## src/rtl/game_sound_sequencer_if.sv

```systemverilog
`default_nettype none
// ============================================================================
// Module      : game_sound_sequencer_if
// Description : Event inputs and beeper-facing status of the sound sequencer.
// Revision    : 1.0 - initial release
// ============================================================================
interface game_sound_sequencer_if;
    logic       lose_evt;
    logic       win_evt;
    logic       restart;
    logic [1:0] gameState;
    logic [2:0] count_8_4Hz;
    logic       busy;
    logic       done;

    modport master (
        output lose_evt, win_evt, restart,
        input  gameState, count_8_4Hz, busy, done
    );

    modport slave (
        input  lose_evt, win_evt, restart,
        output gameState, count_8_4Hz, busy, done
    );
endinterface
`default_nettype wire

```

## src/rtl/game_sound_sequencer.sv

```systemverilog
`default_nettype none
// ============================================================================
// Module      : game_sound_sequencer
// Description : Plays a lose/win pattern of 8 phases at 4 Hz, REPEAT times,
//               then falls silent until restart.
// Revision    : 1.0 - initial release
// ============================================================================
module game_sound_sequencer #(
    parameter int DIV_4HZ = 12500000,
    parameter int REPEAT  = 2
) (
    input  wire logic              clk,
    input  wire logic              rst_n,
    game_sound_sequencer_if.slave  bus
);

    typedef enum logic [1:0] {
        ST_LOSE = 2'd0,
        ST_WIN  = 2'd1,
        ST_PLAY = 2'd2,
        ST_END  = 2'd3
    } state_t;

    localparam logic [23:0] c_PRESC_LAST = 24'(DIV_4HZ - 1);
    localparam logic [3:0]  c_REP_LAST   = 4'(REPEAT - 1);

    state_t      r_state;
    logic [23:0] r_presc;
    logic [2:0]  r_phase;
    logic [3:0]  r_rep;
    logic        r_busy;
    logic        r_done;

    logic w_tick;
    logic w_last;

    assign w_tick = (r_presc == c_PRESC_LAST);
    // Final tick of the final phase of the final repetition.
    assign w_last = w_tick && (r_phase == 3'd7) && (r_rep == c_REP_LAST);

    always_ff @(posedge clk or negedge rst_n) begin
        if (!rst_n) begin
            r_state <= ST_PLAY;
            r_presc <= '0;
            r_phase <= '0;
            r_rep   <= '0;
            r_busy  <= 1'b0;
            r_done  <= 1'b0;
        end else begin
            r_done <= 1'b0;
            if (bus.restart) begin
                r_state <= ST_PLAY;
                r_presc <= '0;
                r_phase <= '0;
                r_rep   <= '0;
                r_busy  <= 1'b0;
            end else begin
                case (r_state)
                    ST_PLAY: begin
                        r_presc <= '0;
                        r_phase <= '0;
                        r_rep   <= '0;
                        if (bus.lose_evt) begin
                            r_state <= ST_LOSE;
                            r_busy  <= 1'b1;
                        end else if (bus.win_evt) begin
                            r_state <= ST_WIN;
                            r_busy  <= 1'b1;
                        end
                    end
                    ST_LOSE, ST_WIN: begin
                        if (w_tick) begin
                            r_presc <= '0;
                            if (w_last) begin
                                r_state <= ST_END;
                                r_phase <= '0;
                                r_rep   <= '0;
                                r_busy  <= 1'b0;
                                r_done  <= 1'b1;
                            end else begin
                                r_phase <= r_phase + 3'd1;
                                if (r_phase == 3'd7) begin
                                    r_rep <= r_rep + 4'd1;
                                end
                            end
                        end else begin
                            r_presc <= r_presc + 24'd1;
                        end
                    end
                    ST_END: begin
                        r_presc <= '0;
                        r_phase <= '0;
                        r_rep   <= '0;
                    end
                    default: begin
                        r_state <= ST_PLAY;
                        r_busy  <= 1'b0;
                    end
                endcase
            end
        end
    end

    assign bus.gameState   = r_state;
    assign bus.count_8_4Hz = r_phase;
    assign bus.busy        = r_busy;
    assign bus.done        = r_done;

endmodule
`default_nettype wire

```

## src/flat_wrapper.sv

```systemverilog
// flat-port wrapper written by rule: the top's interface ports become plain ports
module game_sound_sequencer_flat 
#(
    parameter int DIV_4HZ = 12500000,
    parameter int REPEAT  = 2
)
  (clk, rst_n, bus_lose_evt, bus_win_evt, bus_restart, bus_gameState, bus_count_8_4Hz, bus_busy, bus_done);
  game_sound_sequencer_if bus_i ();
  input  wire logic clk;
  input  wire logic rst_n;
  input wire logic [$bits(bus_i.lose_evt)-1:0] bus_lose_evt;
  input wire logic [$bits(bus_i.win_evt)-1:0] bus_win_evt;
  input wire logic [$bits(bus_i.restart)-1:0] bus_restart;
  output wire logic [$bits(bus_i.gameState)-1:0] bus_gameState;
  output wire logic [$bits(bus_i.count_8_4Hz)-1:0] bus_count_8_4Hz;
  output wire logic [$bits(bus_i.busy)-1:0] bus_busy;
  output wire logic [$bits(bus_i.done)-1:0] bus_done;
  assign bus_i.lose_evt = bus_lose_evt;
  assign bus_i.win_evt = bus_win_evt;
  assign bus_i.restart = bus_restart;
  assign bus_gameState = bus_i.gameState;
  assign bus_count_8_4Hz = bus_i.count_8_4Hz;
  assign bus_busy = bus_i.busy;
  assign bus_done = bus_i.done;
  game_sound_sequencer #(.DIV_4HZ(DIV_4HZ), .REPEAT(REPEAT)) u_core (.clk(clk), .rst_n(rst_n), .bus(bus_i));
endmodule
```

## config.mk

```make
export PLATFORM = sky130hd
export DESIGN_NAME = game_sound_sequencer_flat
export DESIGN_NICKNAME = d
export VERILOG_FILES = /design/src/rtl/game_sound_sequencer_if.sv /design/src/rtl/game_sound_sequencer.sv /design/src/flat_wrapper.sv
export SDC_FILE = /design/constraint.sdc
export NUM_CORES = 1
export LEC_CHECK = 0
export ABC_AREA = 1
export BUFFER_PORTS_ARGS = -buffer_cell sky130_fd_sc_hd__buf_4
export CAP_MARGIN = 20
export CORE_ASPECT_RATIO = 0.5
export CORE_MARGIN = 2
export CORE_UTILIZATION = 67
export CTS_BUF_LIST = sky130_fd_sc_hd__clkbuf_4
export DETAILED_ROUTE_END_ITERATION = 7
export PLACE_DENSITY = 0.86
export SKIP_LAST_GASP = 1
export SLEW_MARGIN = 20
export SYNTH_ARGS = -nofsm -noshare
export SYNTH_HDL_FRONTEND = slang
export SYNTH_SLANG_ARGS = --single-unit
export TNS_END_PERCENT = 20
```

## constraint.sdc

```tcl
create_clock -name clk -period 2.91 [get_ports clk]
set_input_delay 0.1455 -clock clk [delete_from_list [all_inputs] [get_ports clk]]
set_output_delay 0.1455 -clock clk [all_outputs]
set_load 0.02 [all_outputs]
```

Yosys cells after proc, flatten, opt, wreduce, memory -nomap -nowiden. Cells that the tools add are included.

Logic and storage cells: 55. Bits in latches: 0. Memories: 0. Output and inout port bits: 7. ROM bits: 0. Register bits after elaboration: 35. RAM bits: 0. Input bits: 5.

Order comparisons: 0. Divide/modulo/power cells: 0. Multiply operators: 0. Reduce and logical (&&, ||, !) cells: 8. Add/sub/neg operators: 3. Shifts and indexed selects: 0. Eq/ne operators: 10. Multiplexer cells: 28. Bitwise logic cells: 0.

Operators by type and width (number): $mux W24 (2); $pmux W24 S2 (1); $add A24 B1 Y24 const B (1); $eq A24 B24 Y1 const B (1); $mux W4 (4); $mux W2 (5); $mux W1 (9); $mux W3 (3); $pmux W4 S2 (1); $ne A3 B2 Y1 const B (2); $pmux W3 S2 (1); $add A4 B1 Y4 const B (1); $eq A2 B2 Y1 const B (2); $eq A4 B1 Y1 const B (1); $ne A4 B2 Y1 const B (1); $ne A4 B4 Y1 const B (1); $pmux W2 S2 (1); $reduce_and A4 Y1 (1); $reduce_or A2 Y1 (2); $add A3 B1 Y3 const B (1); $eq A3 B3 Y1 const B (1); $reduce_bool A3 Y1 (1); $eq A2 B1 Y1 const B (1); $logic_and A1 B1 Y1 (2); other kinds (3) (3).

Longest topological paths before layout. Gate-level depths: netlist (run 1).

Depth after elaboration: 7. Mapped depth: 10.

Least setup slack after synthesis (run 1). No wires, ideal clock.

Kind: reg2reg. From: register u_core.r_presc[0]. To: register u_core.r_state[0] (netlist: u_core.bus.gameState[0]). Setup time: 0.117 ns. Data arrival time: 1.338 ns. Buffers on the path: 0. Slack: 1.455 ns. Stages on the path, launching flop included: 11. Path through: dfrtp_1 > ha_1 > nand3_2 > inv_1 > nand2_1 > nor2_2 > nand4_2 > nand2_2 > nand2_1 > nand2_1 > nand2_1.

Word-level cells in the longest chain between the ends: 5.

RTL lines: from (decl) (line game_sound_sequencer.sv:28) `logic [23:0] r_presc;`; from (signal assigned) (line game_sound_sequencer.sv:87) `r_presc <= r_presc + 24'd1;`; $eq A24 B24 Y1 (*) (line game_sound_sequencer.sv:37) `assign w_tick = (r_presc == c_PRESC_LAST);`; $logic_and A1 B1 Y1 (2 in series) (line game_sound_sequencer.sv:39) `assign w_last = w_tick && (r_phase == 3'd7) && (r_rep == c_REP_LAST);`; $ne A3 B2 Y1 (no line); $reduce_and A4 Y1 (no line) (*); to (signal assigned) (line game_sound_sequencer.sv:43) `r_state <= ST_PLAY;`; to (signal assigned) (line game_sound_sequencer.sv:52) `r_state <= ST_PLAY;`; to (signal assigned) (line game_sound_sequencer.sv:64) `r_state <= ST_LOSE;`; to (decl) (line game_sound_sequencer.sv:27) `state_t r_state;`.

Every way passes the cells marked *; elsewhere a longest branch is shown, timed or not. A chain may end at the register's enable or synchronous reset.

Final worst setup path (run 1). Ends and elaborated chain as after synthesis.

==> results by group, run 1 <==
Synth
  – Yosys top cell area share: 0.433
  – Synth top cells by count: nand2_1 (58), nor2_1 (43), inv_1 (37), dfrtp_1 (34), nand3_1 (13)
  – Ys flop type: dfrtp_1
  – Synthesized flop and latch total: 35
  – Post-synth cell types: 26
  – Largest cells by area after synthesis: dfrtp_1 (43%), nand2_1 (11%), nor2_1 (8.2%)
  – Mean post-synth cell area: 7.59 um^2
  – Sequential area share after synthesis: 0.446
  – Cell area after synthesis: 1970 um^2
  – Syn Inst Count: approximately 260
  – Syn_nets: 269
  – Number of flops mapped to enable cells by yosys: 0
  – Post-synth top area cell: dfrtp_1
  – Asr flop ratio synth: 1.00
  – Count leader, synth: nand2_1
  – Warnings from Yosys: 0

Clocking
  – Worst-Skew Late Latency: about 0.34 ns
  – Post-CTS sizing: 0
  – Cts bufs inserted: 5
  – CTS tree: done
  – Clk root buf: clkbuf_4
  – Longest Clk Path Bufs: 2
  – Post-CTS Setup Bufs: 0
  – H-Tree Depth: 2
  – Clk pin slew, worst setup/hold paths: about 0.10 ns
  – Clock Sinks: 35

Run status
  – Status: finished, final reports clean

Routing
  – TritonRoute pass-1 iters: 4
  – Violation count after the first detailed-route iteration: 172
  – Via count: 1666
  – Routed Antenna Nets: 0
  – DRT Wirelength: around 3800 um
  – Drt drc: 0
  – Drt via density: 5.32
  – Wire per inst: 12.1 um

Final layout
  – Antenna Diode Count: 0
  – Share of cells above drive strength 1: 0.127
  – Fill count: between 150 and 200
  – Post-layout util: 0.795
  – Synthesis-to-finish area growth: 8.46%
  – Nets: 286

Worst setup path
  – Crit path depth: 10
  – Reg2Reg Depth: 10
  – CP top delay family: simple AND/OR/NAND/NOR gates
  – CP endpoint kind: flip-flop
  – Required time worst endpoint: 3.13 ns
  – Most used cell, CP: nand2_1
  – Crit-path max cell delay: 0.38 ns
  – Reg2reg end: u_core.bus.gameState[0]$_DFFE_PN0P_
  – Kind of critical path: flip-flop to flip-flop
  – CP Launch Type: flip-flop
  – Worst r2r src: u_core.r_presc[0]$_DFF_PN0_
  – Crit. Startpoint: u_core.r_presc[0]$_DFF_PN0_
  – Worst EP arrival: 1.88 ns
  – R2R setup slack: 1.25 ns
  – CP max FO: 5
  – Crit path cell chain: ha_1, nand3_2, inv_1, nand2_1, nor2_2, nand4_2, nand2_2, nand2_1, nand2_1, nand2_1
  – Slowest CP cell: dfrtp_1
  – Worst Setup EP: u_core.bus.gameState[0]$_DFFE_PN0P_
  – Crit path buf inv count: 1

Power
  – Leakage power: 1.03 nW
  – PD cells: roughly 420 nW/um^2
  – VDD IR max: 0.000326 V

Timing
  – Period Utilization, post-route: 0.570
  – Post-route setup TNS: 0 ns
  – Min Tclk post-route: 1.66 ns
  – Layout Skew: 0.0176 ns
  – Final setup fails: 0
  – Fmax: 603 MHz
  – Worst-Margin Slew: approximately 0.48 ns
  – Hold Vio Cnt, Final: 0
  – Max-slew violations: 0
  – Relative slew slack: 0.680
  – RSZ-0062 raised after global routing: false

Flow run
  – Max-cap violations: 0

Global route
  – Vias in the first global route: 1482
  – First-pass GRT wire length: 6490 um
  – Largest net degree at the start of global routing: 36
  – Total congestion overflow: 0
  – Initial antenna violation count: 0
  – GR Util All Layers: 0.251

Die
  – Die height: 42.3 um
  – Core ar.: 2680 um^2
  – Chip Width: 80.6 um
  – Starting Density: 0.733
  – IO Pins: 12
  – Die ar.: around 3400 um^2
  – Row cnt: 13

Placement
  – PortBufs: 11
  – DP HPWL: between 2000 and 3000 um
  – GPL Wtd Cong: 0.919

Hold path
  – Hold Crit Class: input port to flip-flop
## per-layer routing
metal	GRT usage	up-vias	share of wire
li1	-	849	-
met1	0.344	765	0.48
met2	0.402	44	0.45
met3	0.0647	8	0.050
met4	0.0610	0	0.011
met5	0	-	0
## through the flow
step,std cells,setup slack [ns],power (mW),area (um^2),hold WS (ns)
3_3_place_gp,305,1.37,0.655,2080,0.115
2_1_floorplan,259,1.45,0.614,1970,-0.150
5_1_grt,313,1.07,0.937,2130,0.00831
4_1_cts,313,1.25,0.900,2130,0.00839
3_5_place_dp,305,1.28,0.658,2080,0.119
6_report,313,1.25,0.893,2130,0.0145
## cells in the final DEF, fill, tap and decap left out, types with 2 or more instances in the layout
cell,n
xnor2_1,3
ha_1,5
a21oi_1,11
nand2_1,58
nor3_1,10
nand3_1,13
nor2_4,2
o21ai_0,9
nand2_2,2
dfrtp_1,34
inv_1,37
nor2_1,43
xor2_1,4
clkbuf_4,5
buf_4,11
nor2_2,5
nand4_1,10
nand3_2,3
## report_power, final
part	switching (mW)	internal [mW]
logic	0.0861	0.0426
registers	0.0150	0.505
clock network	0.159	0.0856
total	0.260	0.633
## state kept, by name, summed over array words and instances, names as in the netlist
name                    cells
u_core.bus.count_8_4Hz      3
u_core.bus.gameState        2
u_core.bus.done             1
u_core.r_rep                4
u_core.bus.busy             1
u_core.r_presc             24
## layout make-up
| type | instances | area [um^2] | area share |
|---|---|---|---|
| clock inverters | 2 | 8.76 | 0.00411 |
| multi-input cells | 183 | 922 | 0.432 |
| clock buffers | 5 | 37.5 | 0.0176 |
| inverters | 39 | 149 | 0.0698 |
| repair buffers | 12 | 92.6 | 0.0434 |
| flip-flops and latches | 35 | 877 | 0.411 |
| well taps | 37 | 46.3 | 0.0217 |
## cell families after synthesis
kind of cell,Yosys count,share of synthesized area
buffers and inverters,41,0.0852
adders and majority gates,5,0.0318
AOI/OAI and AO/OA,22,0.0579
and+or+nand+nor,149,0.348
xor gates and xnor gates,7,0.0312
DFF,35,0.446
## worst min-delay path by stage
stage,start,endpoint,slack (ns),cells after the start
floorplan,rst_n,u_core.bus.busy$_DFFE_PN0P_,-0.15,0
global placement,rst_n,u_core.r_presc[19]$_DFF_PN0_,0.11,1
detailed placement,rst_n,u_core.r_presc[20]$_DFF_PN0_,0.12,1
CTS,bus_restart,u_core.bus.done$_DFF_PN0_,0.008,2
global route,bus_restart,u_core.bus.done$_DFF_PN0_,0.008,2
finish,bus_restart,u_core.bus.done$_DFF_PN0_,0.01,2
## worst reg2reg max path, stage by stage (launching register included)
cell     delay (ns)
dfrtp_1        0.38
ha_1           0.21
nand3_2        0.12
inv_1          0.12
nand2_1        0.07
nor2_2         0.15
nand4_2        0.17
nand2_2        0.13
nand2_1        0.07
nand2_1        0.07
nand2_1        0.04
## what timing repair did
action                                  4_1_cts  5_1_grt
hold buffers                                  1        0
endpoints found under the setup margin        0        0
hold endpoints to repair                     34        0
No activity file was read; power rests on OpenSTA's default activity.
==> run 2, diff against run 1 <==
CORE_UTILIZATION = 56   (was 67)
PLACE_DENSITY = 0.76   (was 0.86)
clock period = 1.4 ns   (was 2.91 ns; I/O delays follow)
==> results by group, run 2 (synthesis gave the netlist of run 1 again) <==
Die
  – IO Pins: 12 (unchanged)
  – Die height: 45.9 um (+8.5%)
  – Chip Width: 87.8 um (+8.9%)
  – Row cnt: 15 (+2)
  – Die ar.: 4030 um^2 (+18%)
  – Core ar.: 3400 um^2 (+27%)
  – Starting Density: 0.579 (-0.154)

Routing
  – Drt via density: 4.93 (-7.3%)
  – Wire per inst: 11.9 um (-2.2%)
  – Via count: 1810 (+8.6%)
  – Routed Antenna Nets: 0 (unchanged)
  – Drt drc: 0 (unchanged)
  – Violation count after the first detailed-route iteration: 112 (-35%)
  – DRT Wirelength: 4350 um (+15%)
  – TritonRoute pass-1 iters: 4 (unchanged)

Clocking
  – Clock Sinks: 35 (unchanged)
  – Longest Clk Path Bufs: 2 (unchanged)
  – Cts bufs inserted: 5 (unchanged)
  – H-Tree Depth: 2 (unchanged)
  – Worst-Skew Late Latency: 0.34 ns (about the same)
  – Clk root buf: clkbuf_4
  – Clk pin slew, worst setup/hold paths: 0.11 ns (about the same)
  – CTS tree: done

Worst setup path
  – Crit-path max cell delay: 0.39 ns (about the same)
  – CP endpoint kind: flip-flop
  – Kind of critical path: flip-flop to flip-flop
  – Reg2Reg Depth: 9 (-1)
  – Worst r2r src: u_core.r_presc[0]$_DFF_PN0_
  – CP Launch Type: flip-flop
  – Crit path cell chain: ha_2, nand3_4, inv_4, nand2_4, nor2_4, nand4_4, buf_4, nand4_1, o21ai_0
  – Slowest CP cell: dfrtp_1
  – Required time worst endpoint: 1.63 ns (-1.50 ns)
  – R2R setup slack: -0.14 ns (-1.40 ns)
  – Crit. Startpoint: u_core.r_presc[0]$_DFF_PN0_
  – Reg2reg end: u_core.bus.count_8_4Hz[0]$_DFFE_PN0P_
  – Worst EP arrival: 1.78 ns (-0.10 ns)
  – CP max FO: 3 (-2)
  – Worst Setup EP: u_core.bus.count_8_4Hz[0]$_DFFE_PN0P_

Timing
  – Fmax: 647 MHz (+7.3%)
  – Relative slew slack: 0.638 (-0.0421)
  – Final setup fails: 26 (+26)
  – Hold WS: 0.00961 ns (-0.00486 ns)
  – Worst-Margin Slew: 0.537 ns (+0.0580 ns)
  – Layout Skew: 0.0132 ns (-0.00435 ns)
  – Post-route setup TNS: -1.41 ns (-1.41 ns)
  – Min Tclk post-route: 1.54 ns (-0.113 ns)
  – Worst setup margin: -0.145 ns (-1.40 ns)
  – RSZ-0062 raised after global routing: true
  – Hold Vio Cnt, Final: 0 (unchanged)
  – Period Utilization, post-route: 1.10 (+0.534)
  – Max-slew violations: 0 (unchanged)

Power
  – PD cells: 783 nW/um^2 (+87%)
  – P_int: 1.41 mW (+120%)
  – Share of total power in sequential cells: 0.543 (-0.039)
  – Gate power share: 0.161 (+0.017)
  – Overall power: 1.99 mW (+120%)
  – VDD IR max: 0.000714 V (+120%)
  – Clock power frac: 0.296 (+0.022)
  – Leakage power: 1.26 nW (+22%)
  – Sw frac: 0.292 (+0.000462)
  – Switching power: 581 uW (+120%)

Run status
  – Failing checks: negative setup slack
  – Status: finished with violations

Global route
  – GR Util All Layers: 0.233 (-0.0178)
  – Vias in the first global route: 1735 (+17%)
  – Largest net degree at the start of global routing: 36 (unchanged)
  – M1 GR Usage: 0.300 (-0.0435)
  – Initial antenna violation count: 0 (unchanged)
  – Total congestion overflow: 0 (unchanged)
  – Met3 usage: 0.0688 (+0.00419)
  – Gr busiest metal: met2
  – GR Util met2: 0.400 (-0.00167)
  – First-pass GRT wire length: 7180 um (+11%)

Final layout
  – Max FFs per register: 24 (unchanged)
  – Most flops, register: u_core.r_presc
  – Synthesis-to-finish area growth: 29.2%
  – Most frequent cells in the layout: nand2_1 (55), buf_4 (48), nor2_1 (39)
  – Antenna Diode Count: 0 (unchanged)
  – Post-layout util: 0.748 (-0.0468)
  – Final Cell Area: 2540 um^2 (+19%)
  – Nets: 325 (+14%)
  – Share of cells above drive strength 1: 0.278 (+0.152)
  – Most common cell after layout, fill and taps aside: nand2_1
  – Final std cells w/o fill: 367 (+17%)

Hold path
  – Hold Crit Class: input port to flip-flop

Placement
  – GPL Wtd Cong: 0.827 (-10%)
  – Placed cell areas: 2370 um^2 (+14%)
  – PortBufs: 11 (unchanged)
  – Dpl ws: -0.119 ns (-1.40 ns)
  – Placed insts: 356 (+17%)
  – DP HPWL: 3150 um (+12%)

Flow run
  – Max-cap violations: 0 (unchanged)
run 2: cell types whose count changed in the layout (fill, tap and decap cells not counted), sizes merged:
cell / before / now
buf: 11 / 49
clkbuf: 5 / 7
clkinv: 2 / 1
dlygate4sd3: 1 / 2
run 2: how the worst min path moves through the flow:
stage | startpoint | to | slack [ns] | depth (start not counted)
4_1_cts | bus_lose_evt | u_core.bus.gameState[0]$_DFFE_PN0P_ | 0.01 | 4
3_3_place_gp | rst_n | u_core.r_presc[12]$_DFF_PN0_ | 0.05 | 1
2_1_floorplan | rst_n | u_core.bus.busy$_DFFE_PN0P_ | -0.23 | 0
5_1_grt | bus_lose_evt | u_core.bus.gameState[0]$_DFFE_PN0P_ | 0.04 | 4
6_report | bus_lose_evt | u_core.bus.gameState[0]$_DFFE_PN0P_ | 0.01 | 4
3_5_place_dp | rst_n | u_core.r_presc[12]$_DFF_PN0_ | 0.06 | 1
run 2: area by class of cell:
| type | count | area [um^2] |
|---|---|---|
| Clock buffer | 7 | 52.6 |
| Clock inverter | 1 | 5.00 |
| Fill cell | 245 | 856 |
| Inverter | 39 | 156 |
| Multi-Input combinational cell | 183 | 993 |
| Sequential cell | 35 | 878 |
| Tap cell | 51 | 63.8 |
| Timing Repair Buffer | 51 | 392 |
run 2: repair_timing:
action                     in CTS  in global routing
resized for setup               5                 17
pin swaps                       0                  7
setup endpoints to repair      22                 35
gates cloned                    0                  0
hold buffers                    2                  0
buffers inserted                0                  1
hold endpoints to repair       35                  0
run 2: power by group through the flow:
stage / clock [mW] / sequential [mW] / combinational [mW]
2_1_floorplan: 0 / 1.13 / 0.150
3_3_place_gp: 0 / 1.10 / 0.299
3_5_place_dp: 0 / 1.10 / 0.304
4_1_cts: 0.591 / 1.08 / 0.309
5_1_grt: 0.633 / 1.09 / 0.359
6_report: 0.588 / 1.08 / 0.320
run 2: critical path, delay by kind of cell, from the launching register on:
kind	cells	cell delay, ns
AND/OR/NAND/NOR	5	0.48
flip-flops	1	0.39
buffers and inverters	2	0.27
adder cells (fa/ha/maj)	1	0.22
AO/OA/AOI/OAI	1	0.08
run 2: routing by layer:
layer	wire, um	vias to the layer above
li1	-	933
met1	2060	838
met2	2080	34
met3	193	5
met4	13	0
met5	0	-
